### src/rtl/branch_target_predictor.sv
// Fully associative branch target buffer with per-entry saturating counters.
// Optional lookup hit/miss statistics are enabled with BTB_PERF_CNT_EN.

package maverickOne_pkg;
   parameter int unsigned NUM_BTBL = 4;
   parameter int unsigned XLEN     = 32;
endpackage

module branch_target_predictor #(
   parameter int unsigned NUM_BTBL = maverickOne_pkg::NUM_BTBL,
   parameter int unsigned XLEN     = maverickOne_pkg::XLEN,
   parameter int unsigned CNT_W    = 2
) (
   input  logic            clk_i,
   input  logic            arst_ni,
   input  logic            lookup_i,
   input  logic [XLEN-1:0] pc_i,
   input  logic            upd_valid_i,
   input  logic [XLEN-1:0] upd_pc_i,
   input  logic [XLEN-1:0] upd_target_i,
   input  logic            upd_taken_i,
   input  logic            invalidate_all_i,
   output logic            hit_o,
   output logic            pred_taken_o,
   output logic [XLEN-1:0] pred_target_o
`ifdef BTB_PERF_CNT_EN
   ,
   output logic [31:0]     hit_count_o,
   output logic [31:0]     miss_count_o
`endif
);

   localparam int unsigned IdxW = $clog2(NUM_BTBL);
   localparam logic [CNT_W-1:0] CntMax  = {CNT_W{1'b1}};
   localparam logic [CNT_W-1:0] CntInit = CNT_W'(1) << (CNT_W - 1);

   logic [NUM_BTBL-1:0] valid_q;
   logic [CNT_W-1:0]    cnt_q [NUM_BTBL];
   logic [IdxW-1:0]     ptr_q;
   logic [XLEN-1:2]     tag_mem [NUM_BTBL];
   logic [XLEN-1:2]     target_mem [NUM_BTBL];

   logic            lk_hit, up_hit, free_any;
   logic [IdxW-1:0] lk_idx, up_idx, free_idx, alloc_idx;
   logic            lk_taken;
   logic            unused_bits;

   assign unused_bits = ^{upd_pc_i[1:0], upd_target_i[1:0]};

   // Descending scans so the lowest matching / free index wins.
   always_comb begin
      lk_hit   = 1'b0;
      lk_idx   = '0;
      up_hit   = 1'b0;
      up_idx   = '0;
      free_any = 1'b0;
      free_idx = '0;
      for (int i = int'(NUM_BTBL) - 1; i >= 0; i--) begin
         if (valid_q[i] && tag_mem[i] == pc_i[XLEN-1:2]) begin
            lk_hit = 1'b1;
            lk_idx = IdxW'(i);
         end
         if (valid_q[i] && tag_mem[i] == upd_pc_i[XLEN-1:2]) begin
            up_hit = 1'b1;
            up_idx = IdxW'(i);
         end
         if (!valid_q[i]) begin
            free_any = 1'b1;
            free_idx = IdxW'(i);
         end
      end
   end

   assign alloc_idx = free_any ? free_idx : ptr_q;
   assign lk_taken  = lookup_i && lk_hit && cnt_q[lk_idx][CNT_W-1];

   always_ff @(posedge clk_i or negedge arst_ni) begin
      if (!arst_ni) begin
         valid_q <= '0;
         cnt_q   <= '{default: '0};
         ptr_q   <= '0;
      end else if (invalidate_all_i) begin
         valid_q <= '0;
         ptr_q   <= '0;
      end else if (upd_valid_i) begin
         if (up_hit) begin
            if (upd_taken_i) begin
               if (cnt_q[up_idx] != CntMax) cnt_q[up_idx] <= cnt_q[up_idx] + CNT_W'(1);
            end else if (cnt_q[up_idx] == '0) begin
               valid_q[up_idx] <= 1'b0;
            end else begin
               cnt_q[up_idx] <= cnt_q[up_idx] - CNT_W'(1);
            end
         end else if (upd_taken_i) begin
            valid_q[alloc_idx] <= 1'b1;
            cnt_q[alloc_idx]   <= CntInit;
            if (!free_any) ptr_q <= ptr_q + IdxW'(1);
         end
      end
   end

   // Tag/target storage has no reset; valid bits alone define table contents.
   always_ff @(posedge clk_i) begin
      if (!invalidate_all_i && upd_valid_i && upd_taken_i) begin
         if (up_hit) begin
            target_mem[up_idx] <= upd_target_i[XLEN-1:2];
         end else begin
            tag_mem[alloc_idx]    <= upd_pc_i[XLEN-1:2];
            target_mem[alloc_idx] <= upd_target_i[XLEN-1:2];
         end
      end
   end

   always_ff @(posedge clk_i or negedge arst_ni) begin
      if (!arst_ni) begin
         hit_o         <= 1'b0;
         pred_taken_o  <= 1'b0;
         pred_target_o <= '0;
      end else begin
         hit_o         <= lookup_i && lk_hit;
         pred_taken_o  <= lk_taken;
         pred_target_o <= lk_taken ? {target_mem[lk_idx], 2'b00} : pc_i + XLEN'(4);
      end
   end

`ifdef BTB_PERF_CNT_EN
   always_ff @(posedge clk_i or negedge arst_ni) begin
      if (!arst_ni) begin
         hit_count_o  <= '0;
         miss_count_o <= '0;
      end else if (invalidate_all_i) begin
         hit_count_o  <= '0;
         miss_count_o <= '0;
      end else if (lookup_i) begin
         if (lk_hit) hit_count_o <= hit_count_o + 32'd1;
         else        miss_count_o <= miss_count_o + 32'd1;
      end
   end
`endif

endmodule

### config.mk
export PLATFORM = sky130hd
export DESIGN_NAME = branch_target_predictor
export DESIGN_NICKNAME = d
export VERILOG_FILES = /design/src/rtl/branch_target_predictor.sv
export SDC_FILE = /design/constraint.sdc
export NUM_CORES = 1
export LEC_CHECK = 0
export CAP_MARGIN = 0
export CORE_MARGIN = 8
export CORE_UTILIZATION = 46
export CTS_BUF_LIST = sky130_fd_sc_hd__clkbuf_8
export DETAILED_ROUTE_END_ITERATION = 16
export PLACE_DENSITY = 0.68
export SETUP_SLACK_MARGIN = 0.5
export SLEW_MARGIN = 20
export SYNTH_ARGS = -nofsm -noshare
export SYNTH_HDL_FRONTEND = slang
export SYNTH_SLANG_ARGS = --single-unit
### constraint.sdc
create_clock -name clk_i -period 4.1 [get_ports clk_i]
set_input_delay 1.025 -clock clk_i [delete_from_list [all_inputs] [get_ports clk_i]]
set_output_delay 1.025 -clock clk_i [all_outputs]
set_load 0.1 [all_outputs]
==> results of run 1 <==
-- logic make-up after synthesis --
| logic type | count (synthesis) | synth area share |
|---|---|---|
| DFF | 288 | 0.607 |
| xor gates and xnor gates | 271 | 0.171 |
| and+or+nand+nor | 196 | 0.0777 |
| muxes | 123 | 0.0916 |
| buffers and inverters | 72 | 0.0270 |
| AOI/OAI and AO/OA | 45 | 0.0229 |
| adders and majority gates | 3 | 0.00271 |
-- how the worst max path moves through the flow --
| stage | start | endpoint | slack (ns) |
|---|---|---|---|
| global route | upd_pc_i[24] | cnt_q[0] | 0.42 |
| finish | upd_pc_i[19] | valid_q[1] | 0.50 |
| CTS | upd_pc_i[24] | valid_q[3] | 0.47 |
| floorplan | upd_pc_i[20] | tag_mem[3][0] | 0.12 |
| global placement | upd_pc_i[4] | cnt_q[0] | -0.67 |
| detailed placement | upd_pc_i[4] | cnt_q[0] | -0.70 |
-- synthesized netlist by cell type, drive strengths merged (3+ instances only) --
cell | count | area (sq um)
mux2 | 30 | 338
o31ai | 4 | 30.0
buf | 27 | 205
a31oi | 4 | 25.0
o21ai | 5 | 25.0
and2 | 6 | 37.5
mux2i | 93 | 931
edfxtp | 240 | 7210
and4 | 5 | 43.8
o22ai | 3 | 18.8
xor2 | 77 | 674
ha | 3 | 37.5
and3 | 5 | 31.3
nand4 | 54 | 353
or4 | 3 | 22.5
dfrtp | 48 | 1200
inv | 15 | 56.3
nand2 | 29 | 109
a211oi | 3 | 27.5
nand3 | 15 | 75.1
xnor2 | 194 | 1700
clkbuf | 30 | 113
nor4 | 25 | 156
or2 | 4 | 25.0
a21oi | 9 | 45.0
nor3 | 14 | 70.1
nor2 | 30 | 113
-- routing by layer --
| metal | routed length (microns) | global-route usage |
|---|---|---|
| met3 | 2630 | 0.0342 |
| met2 | 20400 | 0.376 |
| met5 | 0 | 0 |
| met1 | 17400 | 0.300 |
| met4 | 1490 | 0.0872 |
-- stage by stage --
stage          utilization  total power, mW  setup TNS [ns]
4_1_cts              0.630             6.37               0
6_report             0.643             6.37               0
5_1_grt              0.643             6.58               0
3_5_place_dp         0.578             4.07          -43.39
2_1_floorplan            -             3.68               0
3_3_place_gp         0.578             4.07          -43.21
-- flip-flops by register name, indices dropped and copies added (netlist names) --
register       flops
tag_mem          120
target_mem       120
pred_target_o     32
cnt_q              8
valid_q            4
ptr_q              2
hit_o              1
pred_taken_o       1
-- area by class of cell --
type                            count  area, sq um
Tap cell                          390          488
Sequential cell                   288         8410
Inverter                           15         56.3
Clock buffer                       50          688
Clock inverter                     37          160
Fill cell                        2280        10600
Antenna cell                        3         7.51
Multi-Input combinational cell    638         5990
Timing Repair Buffer              355         3280
-- power by group --
part / switching [mW] / internal, mW / leakage (nW)
sequential: 0.0257 / 3.22 / 2.74
combinational: 0.478 / 0.359 / 3.74
clock: 1.15 / 1.13 / 0.516
total: 1.66 / 4.71 / 6.99
-- what timing repair did --
action / CTS / global route
resized for setup: 169 / 82
setup buffers: 22 / 7
hold buffers: 0 / 0
pin swaps: 53 / 49
gates cloned: 0 / 1
endpoints found under the setup margin: 164 / 44
-- critical path: cells and delay by family --
family	cells	cell delay, ns
AOI/OAI and AO/OA	5	0.80
xor gates and xnor gates	1	0.15
adders and majority gates	1	0.14
buffers and inverters	5	0.72
muxes	1	0.09
and+or+nand+nor	4	1.09
==> flow_summary.yaml, run 1 <==
routing:
  avgViaCountPerCell: 5.37
  drt-total-wl_mm: 41.9
  route.detailed.drc: 0
  drt_iter0_markers: 791
  ant_nets: 0
  drtPass1Iterations: 5
  dr_total_vias: 9543
  post_drt_wl_per_cell_microns: 23.6
place:
  pre_cts_ws_ns: -0.704
  io_buffer_count: 131
  post-place-cells: 1656
  dp_hpwl_mm: 31.0
  gp_congestion: 0.918
  placed_area_sq_mm: 0.0171
global_route:
  grt_pass1_wl_mm: 61.0
  antenna_found_initial: 3
  grt_max_degree: 32
  grt_overflow: 0
  track_usage: 0.228
  first_global_vias: 9761
synthesis:
  synth_area_sq_mm: 0.0139
  synth_seq_cells: 288
  synth_nets: 1103
  synth-edff-count: 240
  synthCells: 998
  yosysSeqAreaShare: 0.607
  ys.flop_type: "edfxtp_1"
  ys_async_sr_fraction: 0.167
  syn_area_per_cell_sq_um: 13.9
  yosysWarnings: 0
  synth_cell_types: 52
layout:
  most-common-layout-cells: "edfxtp_1, buf_4, xnor2_1"
  stdcell_count: 1776
  design_area_sq_mm: 0.0191
  layout-drive-gt1-share: 0.325
  nets: 1450
  layout_commonest_cell: "edfxtp_1"
  area_delta_synth_final_pct: 37.6
critical_path:
  rr_startpoint: "tag_mem[1][17]"
  path_class: "in -> reg"
  ff2ff_setup_slack_ns: 0.60
  reg2reg_to: "valid_q[1]"
  end_kind: "flop"
  cpPeakStageDelay_ns: 0.57
  crit_required_ns: 4.53
  crit_path_top_delay_cell: "or4_4"
  cp.arrival_ns: 4.03
  ff2ff_path_depth: 16
  path_cells: "buf_8 > xnor2_2 > buf_4 > nand4_1 > or4_4 > or2_4 > a31oi_4 > o22ai_2 > a31oi_1 > buf_4 > ha_4 > nor2b_4 > mux2i_2 > buf_4 > buf_4 > o31ai_4 > a21oi_2"
  path_max_fanout: 4
  startpoint_type: "input pin"
  crit_top_cell: "buf_4"
floorplanning:
  die_h_microns: 190
  die_w_microns: 190
  die_area_sq_mm: 0.0359
  io_pins: 136
  row_count: 63
  coreArea_sq_mm: 0.0296
  initial_core_util: 0.467
timing:
  skew_ns: 0.0204
  fmax_mhz: 278
  maxSlewViolCount: 0
  rsz0062_at_grt: "yes"
  period_minus_slack_ns: 3.60
  whs_ns: 0.541
  worstMarginPinSlew_ns: 1.00
  period_share: 0.878
  finalSetupViolCount: 0
  finalHoldViolations: 0
  layout_setup_ws_ns: 0.499
  maxSlewHeadroom: 0.329
clock_tree:
  cts_sinks: 288
  htreeDepth: 2
  cts_tree: "done"
  numCtsBuffers: 47
  clockRootBuffer: "clkbuf_8"
  clkSlewWorstSetupHoldPaths_ns: 0.06
  ctsLongestPathBuffers: 3
  clock_latency_ns: 0.57
worst_hold_path:
  hold_class: "in -> async"
pwr:
  ir_drop_mv: 0.287
  p_per_area_mw_per_mm2: 334
  p_leak_nw: 6.99
job:
  maxCapViolCount: 0
outcome:
  status: "completed"
No activity file was read; power rests on OpenSTA's default activity.
==> run 2, diff against run 1 <==
CORE_UTILIZATION = 25   (was 46)
PLACE_DENSITY = 0.42   (was 0.68)
==> run 2 against run 1 <==
- fmax shrank 2.6%
- setup slack got worse by 0.098 ns
- clock power grew 20%
- routed wire length rose by 16%
- critical path type unchanged
==> flow_summary.yaml, run 2 (synthesis gave the netlist of run 1 again) <==
outcome:
  status: "completed"
global_route:
  track_usage: 0.152
  grt_max_degree: 41
  grt_pass1_wl_mm: 69.8
  first_global_vias: 10000
  antenna_found_initial: 2
  grt_overflow: 0
layout:
  multi_input_area_sq_mm: 0.00585
  final_util: 0.364
  stdcell_count: 2190
  top_regs: "tag_mem x120, target_mem x120, pred_target_o x32"
  most-common-layout-cells: "edfxtp_1, buf_4, xnor2_1"
  fill_cells: 5346
  diodes: 0
  area_delta_synth_final_pct: 44.5
  layout-drive-gt1-share: 0.344
  seqCellArea_sq_mm: 0.00841
  nets: 1505
  layout_commonest_cell: "edfxtp_1"
floorplanning:
  io_pins: 136
  row_count: 86
  die_area_sq_mm: 0.0632
  coreArea_sq_mm: 0.0550
  die_w_microns: 251
  initial_core_util: 0.252
  die_h_microns: 251
critical_path:
  crit_required_ns: 4.61
  path_cells: "clkbuf_2 > buf_6 > xnor2_4 > nand4_1 > or4_4 > or2_4 > a31oi_4 > or2_4 > o221a_4 > buf_4 > o21a_1 > ha_2 > o41ai_2 > a22oi_2 > buf_4 > buf_6 > nor2_4 > a22o_1"
  path_class: "in -> reg"
  crit_path_top_delay_cell: "or4_4"
  cp.arrival_ns: 4.21
  startpoint_type: "input pin"
  cpPeakStageDelay_ns: 0.58
  end_kind: "flop"
  path_max_fanout: 5
timing:
  finalSetupViolCount: 0
  period_minus_slack_ns: 3.70
  skew_ns: 0.0191
  period_share: 0.902
  setup-tns-final_ns: 0
  whs_ns: 0.410
  finalHoldViolations: 0
  maxSlewViolCount: 0
  maxSlewHeadroom: 0.330
  worstMarginPinSlew_ns: 1.00
  rsz0062_at_grt: "yes"
  fmax_mhz: 270
routing:
  ant_nets: 0
  met3_length_mm: 2.45
  drt-total-wl_mm: 48.7
  dr.max_layer_used: "met5"
  route.detailed.drc: 0
  wl_met2_mm: 23.0
  drtPass1Iterations: 5
  drt_iter0_markers: 576
  post_drt_wl_per_cell_microns: 22.2
  dr_total_vias: 9514
  avgViaCountPerCell: 4.34
  met1_length_mm: 22.2
place:
  io_buffer_count: 131
  dp_hpwl_mm: 37.7
  gp_congestion: 0.858
  post-place-cells: 2050
clock_tree:
  clkSlewWorstSetupHoldPaths_ns: 0.07
  ctsLongestPathBuffers: 3
  clock_latency_ns: 0.63
  clockRootBuffer: "clkbuf_8"
  cts_tree: "done"
  numCtsBuffers: 53
  htreeDepth: 2
  cts_sinks: 288
worst_hold_path:
  hold_class: "in -> async"
pwr:
  clkPwrFrac: 0.400
  ir_drop_mv: 0.195
  p_leak_nw: 7.36
  net-switching-power_mw: 1.78
  p_sw_frac: 0.260
  seqPwrFrac: 0.474
  p_comb_frac: 0.126
  internal_power_mw: 5.08
  p_per_area_mw_per_mm2: 343
job:
  maxCapViolCount: 0
## run 2: cell types whose count changed in the layout (fill, tap and decap cells not counted), moves of 5 or more
| cell | previous run | this run |
|---|---|---|
| buf_2 | 12 | 5 |
| clkbuf_2 | 4 | 16 |
| xnor2_1 | 151 | 157 |
| buf_4 | 179 | 215 |
| dlymetal6s2s_1 | 1 | 8 |
| xor2_2 | 7 | 2 |
| buf_6 | 26 | 33 |
| clkdlybuf4s50_1 | 97 | 87 |
| clkbuf_8 | 50 | 58 |
## run 2: final timing paths
check,start,end,slack [ns],depth (start not counted)
worst max-delay path,upd_pc_i[15],cnt_q[2],0.40,18
worst min-delay path,arst_ni,pred_target_o[22],0.41,1
worst max register to register,tag_mem[1][22],cnt_q[2],0.48,17
worst min register to register,cnt_q[2],cnt_q[2],0.55,1
max in group asynchronous,arst_ni,pred_target_o[9],3.08,2
min in group clk_i,cnt_q[2],cnt_q[2],0.55,1
## run 2: worst max-delay path: cells and delay by family
| family | cells | cell delay [ns] |
|---|---|---|
| AND/OR/NAND/NOR | 5 | 1.20 |
| adder cells (fa/ha/maj) | 1 | 0.18 |
| XOR/XNOR | 1 | 0.16 |
| AO/OA/AOI/OAI | 6 | 1.03 |
| buffers and inverters | 5 | 0.61 |
## run 2: final cells by class
class / instances / share of cell area
flip-flops and latches: 288 / 0.420
well taps: 748 / 0.0467
multi-input cells: 638 / 0.292
inverters: 15 / 0.00281
clock inverters: 39 / 0.0121
repair buffers: 404 / 0.186
clock buffers: 58 / 0.0399
## run 2: what timing repair did
action / CTS / global route
cloned: 0 / 0
buffers inserted: 15 / 28
gates resized for setup: 132 / 112
hold buffers: 0 / 0
pin swaps: 48 / 63
endpoints found under the setup margin: 186 / 43
## run 2: power groups by stage
stage               clock network, mW  logic, mW  registers [mW]
floorplan                           0      0.240            3.44
global placement                    0      0.815            3.31
detailed placement                  0      0.814            3.31
CTS                              2.85      0.844            3.25
global route                     2.97      0.913            3.25
finish                           2.75      0.865            3.25
## run 2: routing by layer
layer  global-route usage  vias up
li1                     -     4458
met1                0.204     4725
met2                0.250      265
met4               0.0391        2
met5                    0        -
met3               0.0285       64
## run 2: stage by stage
step / setup WS (ns) / instance area [sq um] / power [mW]
after detailed placement: -0.859 / 17900 / 4.12
final: 0.401 / 20000 / 6.86
after global placement: -0.861 / 17900 / 4.12
after CTS: 0.394 / 19500 / 6.94
after floorplan: 0.121 / 14000 / 3.68
after global routing: 0.339 / 20000 / 7.14
